## src/rtl/afifo_pkg.sv

```systemverilog
`default_nettype none
// ============================================================================
// Module      : afifo_pkg
// Description : Shared types and helpers for the afifo CDC FIFO and its
//               read-side consumers.
// Revision    : 1.0 - initial release
// ============================================================================
package afifo_pkg;

    // Default FIFO word width in bits.
    localparam int c_default_width = 32;

    typedef logic [c_default_width-1:0] word_t;

    // ceil(log2(n)), never less than 1, so a modulus-1 counter still has a bit.
    function automatic int clog2_min1(input int n);
        int r;
        r = 0;
        while ((1 << r) < n) r++;
        if (r < 1) r = 1;
        return r;
    endfunction

endpackage
`default_nettype wire

```

## src/rtl/wrap_counter.sv

```systemverilog
`default_nettype none
// ============================================================================
// Module      : wrap_counter
// Description : Modulo-C_MOD counter with increment enable. o_wrap flags the
//               terminal count, decoded only from the count register.
// Revision    : 1.0 - initial release
// ============================================================================
module wrap_counter
    import afifo_pkg::*;
#(
    parameter int C_MOD = 4
) (
    input  logic i_clk,
    input  logic i_rstn,
    input  logic i_en,
    output logic o_wrap
);

    localparam int                  c_cnt_w = clog2_min1(C_MOD);
    localparam logic [c_cnt_w-1:0]  c_max   = c_cnt_w'(C_MOD - 1);

    logic [c_cnt_w-1:0] r_count;
    logic [c_cnt_w-1:0] w_count_nxt;

    // Next count: advance on enable, wrapping from the terminal value to 0.
    always_comb begin
        w_count_nxt = r_count;
        if (i_en) begin
            w_count_nxt = (r_count == c_max) ? '0 : r_count + c_cnt_w'(1);
        end
    end

    // Count register.
    always_ff @(posedge i_clk or negedge i_rstn) begin
        if (!i_rstn) begin
            r_count <= '0;
        end else begin
            r_count <= w_count_nxt;
        end
    end

    assign o_wrap = (r_count == c_max);

endmodule
`default_nettype wire

```

## src/rtl/afifo_rd_packer.sv

```systemverilog
`default_nettype none
// ============================================================================
// Module      : afifo_rd_packer
// Description : Pops C_WIDTH-bit words from the afifo read port, packs
//               C_LANES of them into one wide beat and presents the beat on a
//               valid/ready stream. Every C_BEATS-th beat carries o_last.
// Revision    : 1.0 - initial release
// ============================================================================
module afifo_rd_packer
    import afifo_pkg::*;
#(
    parameter int C_WIDTH = c_default_width,
    parameter int C_LANES = 8,
    parameter int C_BEATS = 4
) (
    input  logic                         i_clk,
    input  logic                         i_rstn,
    output logic                         o_ren,
    input  logic                         i_empty,
    input  logic [C_WIDTH-1:0]           i_rd_data,
    output logic                         o_valid,
    input  logic                         i_ready,
    output logic [C_WIDTH*C_LANES-1:0]   o_data,
    output logic                         o_last
);

    localparam int                   c_lane_w = $clog2(C_LANES + 1);
    localparam int                   c_idx_w  = clog2_min1(C_LANES);
    localparam logic [c_lane_w-1:0]  c_full   = c_lane_w'(C_LANES);
    localparam logic [c_lane_w:0]    c_cmp    = (c_lane_w + 1)'(C_LANES);

    logic [c_lane_w-1:0]               r_lane;
    logic [c_lane_w-1:0]               w_lane_nxt;
    logic                              r_pend;
    logic [C_LANES-1:0][C_WIDTH-1:0]   r_pack;
    logic [C_LANES-1:0][C_WIDTH-1:0]   w_pack_nxt;
    logic [C_WIDTH*C_LANES-1:0]        r_data;
    logic [C_WIDTH*C_LANES-1:0]        w_data_nxt;
    logic                              r_valid;
    logic                              w_valid_nxt;

    logic                              w_full;
    logic                              w_xfer;
    logic                              w_accept;
    logic                              w_room;
    logic [c_lane_w:0]                 w_inflight;
    logic [c_idx_w-1:0]                w_lane_idx;
    logic                              w_beat_wrap;

    // A pending pop only exists while a lane is free, so r_lane < C_LANES
    // whenever the index is used and the narrower slice is exact.
    assign w_lane_idx = r_lane[c_idx_w-1:0];

    // Words captured plus the word still in flight, one bit wider to hold C_LANES+1.
    assign w_inflight = {1'b0, r_lane} + {{c_lane_w{1'b0}}, r_pend};
    assign w_room     = (w_inflight < c_cmp);
    assign w_full     = (r_lane == c_full);
    assign w_xfer     = w_full && (!r_valid || i_ready);
    assign w_accept   = r_valid && i_ready;

    // Pop only when a lane is guaranteed for the word; no path from i_rd_data.
    assign o_ren = !i_empty && (w_room || w_xfer);

    // Pack and output register next-state.
    always_comb begin
        w_lane_nxt  = r_lane;
        w_pack_nxt  = r_pack;
        w_data_nxt  = r_data;
        w_valid_nxt = r_valid;
        if (w_xfer) begin
            w_lane_nxt  = '0;
            w_data_nxt  = r_pack;
            w_valid_nxt = 1'b1;
        end else begin
            if (r_pend) begin
                w_pack_nxt[w_lane_idx] = i_rd_data;
                w_lane_nxt             = r_lane + c_lane_w'(1);
            end
            if (w_accept) begin
                w_valid_nxt = 1'b0;
            end
        end
    end

    // State registers; a pop in flight at reset is dropped with r_pend.
    always_ff @(posedge i_clk or negedge i_rstn) begin
        if (!i_rstn) begin
            r_lane  <= '0;
            r_pend  <= 1'b0;
            r_pack  <= '0;
            r_data  <= '0;
            r_valid <= 1'b0;
        end else begin
            r_lane  <= w_lane_nxt;
            r_pend  <= o_ren;
            r_pack  <= w_pack_nxt;
            r_data  <= w_data_nxt;
            r_valid <= w_valid_nxt;
        end
    end

    // Tile position: counts accepted beats, flags the final beat of a tile.
    wrap_counter #(
        .C_MOD (C_BEATS)
    ) u_beat_cnt (
        .i_clk  (i_clk),
        .i_rstn (i_rstn),
        .i_en   (w_accept),
        .o_wrap (w_beat_wrap)
    );

    assign o_valid = r_valid;
    assign o_data  = r_data;
    assign o_last  = r_valid && w_beat_wrap;

endmodule
`default_nettype wire

```

## config.mk

```make
export PLATFORM = sky130hd
export DESIGN_NAME = afifo_rd_packer
export DESIGN_NICKNAME = d
export VERILOG_FILES = /design/src/rtl/afifo_pkg.sv /design/src/rtl/wrap_counter.sv /design/src/rtl/afifo_rd_packer.sv
export SDC_FILE = /design/constraint.sdc
export NUM_CORES = 1
export LEC_CHECK = 0
export BUFFER_PORTS_ARGS = -buffer_cell sky130_fd_sc_hd__buf_4
export CORE_MARGIN = 2
export CORE_UTILIZATION = 30
export DETAILED_ROUTE_END_ITERATION = 6
export PLACE_DENSITY_LB_ADDON = 0.12
export SKIP_LAST_GASP = 1
export SLEW_MARGIN = 20
export SYNTH_ARGS = -nofsm -noshare
export SYNTH_HDL_FRONTEND = slang
export SYNTH_SLANG_ARGS = --single-unit
```

## constraint.sdc

```tcl
create_clock -name i_clk -period 4.3 [get_ports i_clk]
set_input_delay 0 -clock i_clk [delete_from_list [all_inputs] [get_ports i_clk]]
set_output_delay 0 -clock i_clk [all_outputs]
set_load 0.03 [all_outputs]
```

# Yosys cells after proc, flatten, opt, wreduce, memory -nomap -nowiden
# Index checks and enable logic that the tools add are counted.
# W data, S select, Z words.
# classes
add_sub_neg	3
n_lt_le_gt_ge	3
eq_ne	2
n_mux	8
bitwise	1
n_reduce_logical	12
# op_table
operator	n
$bwmux W256	1
$demux W32 S3	1
$mux W32	1
$mux W4	2
$add A4 B1 Y5	1
$logic_and A1 B1 Y1	5
$lt A5 B4 Y1 const B	1
$add A4 B1 Y4 const B	1
$eq A4 B4 Y1 const B	1
$lt A3 B4 Y1 const B	1
$reduce_bool A2 Y1	2
$ge A3 B1 Y1 const B	1
$add A2 B1 Y2 const B	1
$eq A2 B2 Y1 const B	1
$logic_not A1 Y1	2
$logic_or A1 B1 Y1	2
$mux W1	2
$mux W2	1
$reduce_and A2 Y1	1
$not A1 Y1	1
# word_totals
regBits	520
in_bits	36
out_inout_bits	259

# Longest topological paths before layout
# depth
word_depth	5
depth_mapped	9
depth_no_buf	5

# Modules after synthesis
# From an unflattened synthesis, not the netlist that was laid out.
# hier_totals
hier_cells	1126
hier_area_um2	19872.8
# by_module_without_submodules
module	instances	cells_each	area_per_inst_um2	seq_area_each_um2
afifo_rd_packer	1	1120	19779.0	12962.4
wrap_counter	1	6	93.8	50.0

# Least setup slack after synthesis
# Ideal clock, no wire load.
# synth_timing
path_kind	reg-to-reg
from	register r_lane[0]
to	register r_pend
setup_ps	186
arrival_ps	2131
required_ps	4114
setup_slack_ps	1984
path_stages_with_launch	10
period_less_slack_ps	2316
path_cell_list	dfrtp_1 > buf_2 > inv_1 > ha_1 > nand2_1 > or3_1 > buf_2 > buf_6 > buf_6 > a21oi_1
# synth_via
elab_chain_cells	4
# synth_lines
element	line	rtl
from (decl)	afifo_rd_packer.sv:32	logic [c_lane_w-1:0] r_lane;
from (signal assigned)	afifo_rd_packer.sv:94	r_lane <= w_lane_nxt;
$add A4 B1 Y5 / $eq A4 B4 Y1 (equally long branches)	afifo_rd_packer.sv:55, afifo_rd_packer.sv:57	
$lt A5 B4 Y1 / $logic_and A1 B1 Y1 (equally long branches)	afifo_rd_packer.sv:56, afifo_rd_packer.sv:58	
$logic_or A1 B1 Y1 (*)	afifo_rd_packer.sv:62	assign o_ren = !i_empty && (w_room || w_xfer);
$logic_and A1 B1 Y1 (*)	afifo_rd_packer.sv:62	
via o_ren	afifo_rd_packer.sv:18	output logic o_ren,
to (signal assigned)	afifo_rd_packer.sv:95	r_pend <= o_ren;
to (decl)	afifo_rd_packer.sv:34	logic r_pend;
# The timed path passes the listed nets; every way through them passes the cells marked *.
# A chain may end at the register's enable or synchronous reset.

# Worst setup path in the final report
# layout_timing
from	register r_lane[0]
to	output port o_ren
# layout_via
elab_chain_cells	4
# layout_lines
element	line
$add A4 B1 Y5 / $eq A4 B4 Y1 (equally long branches)	afifo_rd_packer.sv:55, afifo_rd_packer.sv:57
$lt A5 B4 Y1 / $logic_and A1 B1 Y1 (equally long branches)	afifo_rd_packer.sv:56, afifo_rd_packer.sv:58
$logic_or A1 B1 Y1 (*)	afifo_rd_packer.sv:62
$logic_and A1 B1 Y1 (*)	afifo_rd_packer.sv:62
to (decl)	afifo_rd_packer.sv:18
# Mark *: on every way between the ends. The rest lies on a longest branch, timed or not.

==> impl_metrics.toml <==
[placement]
io_buffer_count = 294
pre_cts_slack_ns = 1.16
place_congestion = 0.702
dp.final_hpwl_mm = 32.1

[setup_path]
crit_start = "r_lane[0]"
crit_type = "reg2out"
worstReg2RegStart = "r_lane[0]"
endpoint_kind = "output port"
reg2reg_depth = 6
r2r_end = "o_data[122]"
r2r_slack_ns = 1.17
critical_path_required_ns = 4.30
startpoint_type = "register"
crit_arrival_ns = 3.63
critPathMaxFanout = 34

[logic_synthesis]
yosys.area.top_type = "dfrtp_1"
synthTopCellsByArea = "dfrtp_1, mux2_2, mux2_4"
yosysMostFrequentCell = "dfrtp_1"
synth_area_per_cell_um2 = 17.6
syn_inst = 1127
async_flop_share_pct = 100
syn_nets = 1166
synth.top_cells.by_count = "dfrtp_1, mux2_2, mux2_4"
synth_edf_count = 0
yosysWarnings = 0
synth_seq_area_share_pct = 65.7
ys_ff_latch = 520
ys.flop_type = "dfrtp_1"
synth_cell_types = 27
syn-cell-area_mm2 = 0.0198
synth_top_cell_area_share_pct = 65.7

[floorplan]
die_w_um = 261
initial_core_util_pct = 30.2
core_area_mm2 = 0.0655
ios = 295
die_h_um = 261
die_area_mm2 = 0.0681
rows = 94

[sta]
tns_ns = 0
rsz0062_at_grt = "no"
hold_viol_final = 0
fin_crit_sh_pct = 84.4
clock.fmax_mhz = 276
fin_crit_ns = 3.63
tightest_slew_ns = 1.04
relSlewSlack_pct = 30.3
final.setup.worst_slack_ns = 0.671
setup_viol = 0
fin_skew_ns = 0.0246
slew_viol_final = 0

[grt]
grt_pass1_wl_mm = 75.4
grt_pass1_vias = 11322
antenna_found_initial = 0
track_usage_pct = 14.8
grt_max_degree = 106
grt-ovfl-total = 0

[route]
via_per_inst = 4.46
antenna_left = 0
via_count = 10708
wl_per_cell_um = 21.0
dr.first_iter.drc_count = 441
dr.pass1.iters = 4
postRouteWirelength_mm = 50.5
remaining_drc_errors = 0

[clocking]
cts_resized = 0
ctsHtreeMaxLevel = 2
clockBufferDepth = 3
cts_tree = "built"
cts.sinks = 520
clockRootBuffer = "clkbuf_16"
clk_pin_slew_ns = 0.06
cts-buffers-inserted = 58
worstSkewPairLatency_ns = 0.61

[finish]
drive_above_1_share_pct = 61.2
final_nets = 1528
fillerInstances = 6085
area_delta_synth_final_pct = 28.9
diodes = 0

[run]
max_cap_violations = 0

[power]
p_per_area_mw_per_mm2 = 870
peakVddDrop_mv = 0.427
p_leak_uw = 0.0120

[worst_hold_path]
hold_class = "in2async"

[status]
status = "finished, final reports clean"
[final cells by class]
cell class | count | area [µm²] | area share [%]
Tap cell | 864 | 1080 | 4.24
Clock inverter | 18 | 238 | 0.932
Timing Repair Buffer | 360 | 2910 | 11.4
Clock buffer | 90 | 1770 | 6.95
Inverter | 2 | 7.51 | 0.0294
Multi-Input combinational cell | 547 | 6490 | 25.4
Sequential cell | 520 | 13000 | 51.0
[metrics by stage]
step	utilization [%]	cells	area [µm²]	hold WS (ns)	power, µW
finish	38.9	2401	25500	0.0575	22200
global route	38.9	2401	25500	0.117	23400
CTS	38.9	2401	25500	0.0737	22600
detailed placement	35.3	2258	23100	0.149	17300
global placement	35.3	2258	23100	0.135	17100
floorplan	-	1127	19800	-0.296	14000
[where the power goes]
part	switching, µW	leakage [µW]	internal [µW]
Clock	2010	0.000999	3120
Sequential	1330	0.00632	7310
Combinational	4360	0.00469	4070
[sequential cells by signal (all words and copies together), names as in the netlist]
register	cells
r_lane	4
r_pend	1
o_data	256
u_beat_cnt.r_count	2
o_valid	1
r_pack	256
[critical path: stages (launching register included)]
cell and delay (ns):
dfrtp_1 0.57, inv_1 0.22, ha_1 0.25, nand2_1 0.41, or3_4 0.73, buf_4 0.41
a21oi_1 0.19, buf_4 0.21
[cells in the final DEF, fill, tap and decap left out, drive strengths merged, types with 2 or more instances in the layout]
cell	synthesis	layout
dfrtp	520	520
mux2	513	513
buf	53	325
clkbuf	5	90
dlygate4sd3	0	35
clkinv	0	13
nand2	5	5
bufinv	0	5
o2111ai	4	4
nor2	3	3
ha	3	3
or3	3	3
nor3	3	3
xor2	2	2
inv	2	2
nor2b	2	2
[worst max path at each step]
stage                             end  slack, ns
final                           o_ren       0.67
after global routing            o_ren       0.47
after CTS                       o_ren       0.60
after detailed placement  o_data[251]       1.16
after global placement    o_data[101]       1.24
after floorplan                r_pend       1.98
[metal layers]
metal | part of all wire [%] | wire (µm) | track usage, % | up-vias
li1 | - | - | - | 4727
met1 | 44 | 22300 | 19.8 | 5659
met2 | 48 | 24100 | 23.9 | 242
met3 | 5.9 | 2990 | 3.94 | 80
met4 | 2.0 | 1020 | 3.75 | 0
met5 | 0 | 0 | 0 | -
[logic make-up after synthesis]
| family | count (synthesis) | share of synthesized area [%] |
|---|---|---|
| xor gates and xnor gates | 3 | 0.133 |
| and+or+nand+nor | 20 | 0.594 |
| DFF | 520 | 65.7 |
| buffers and inverters | 60 | 1.95 |
| AOI/OAI and AO/OA | 8 | 0.322 |
| muxes | 513 | 31.1 |
| adders and majority gates | 3 | 0.190 |
[what timing repair did]
item                      in CTS  in global routing
setup buffers                  0                  0
hold buffers                  35                  0
hold endpoints to repair     357                  0
Power figures use the tool's default switching activity.
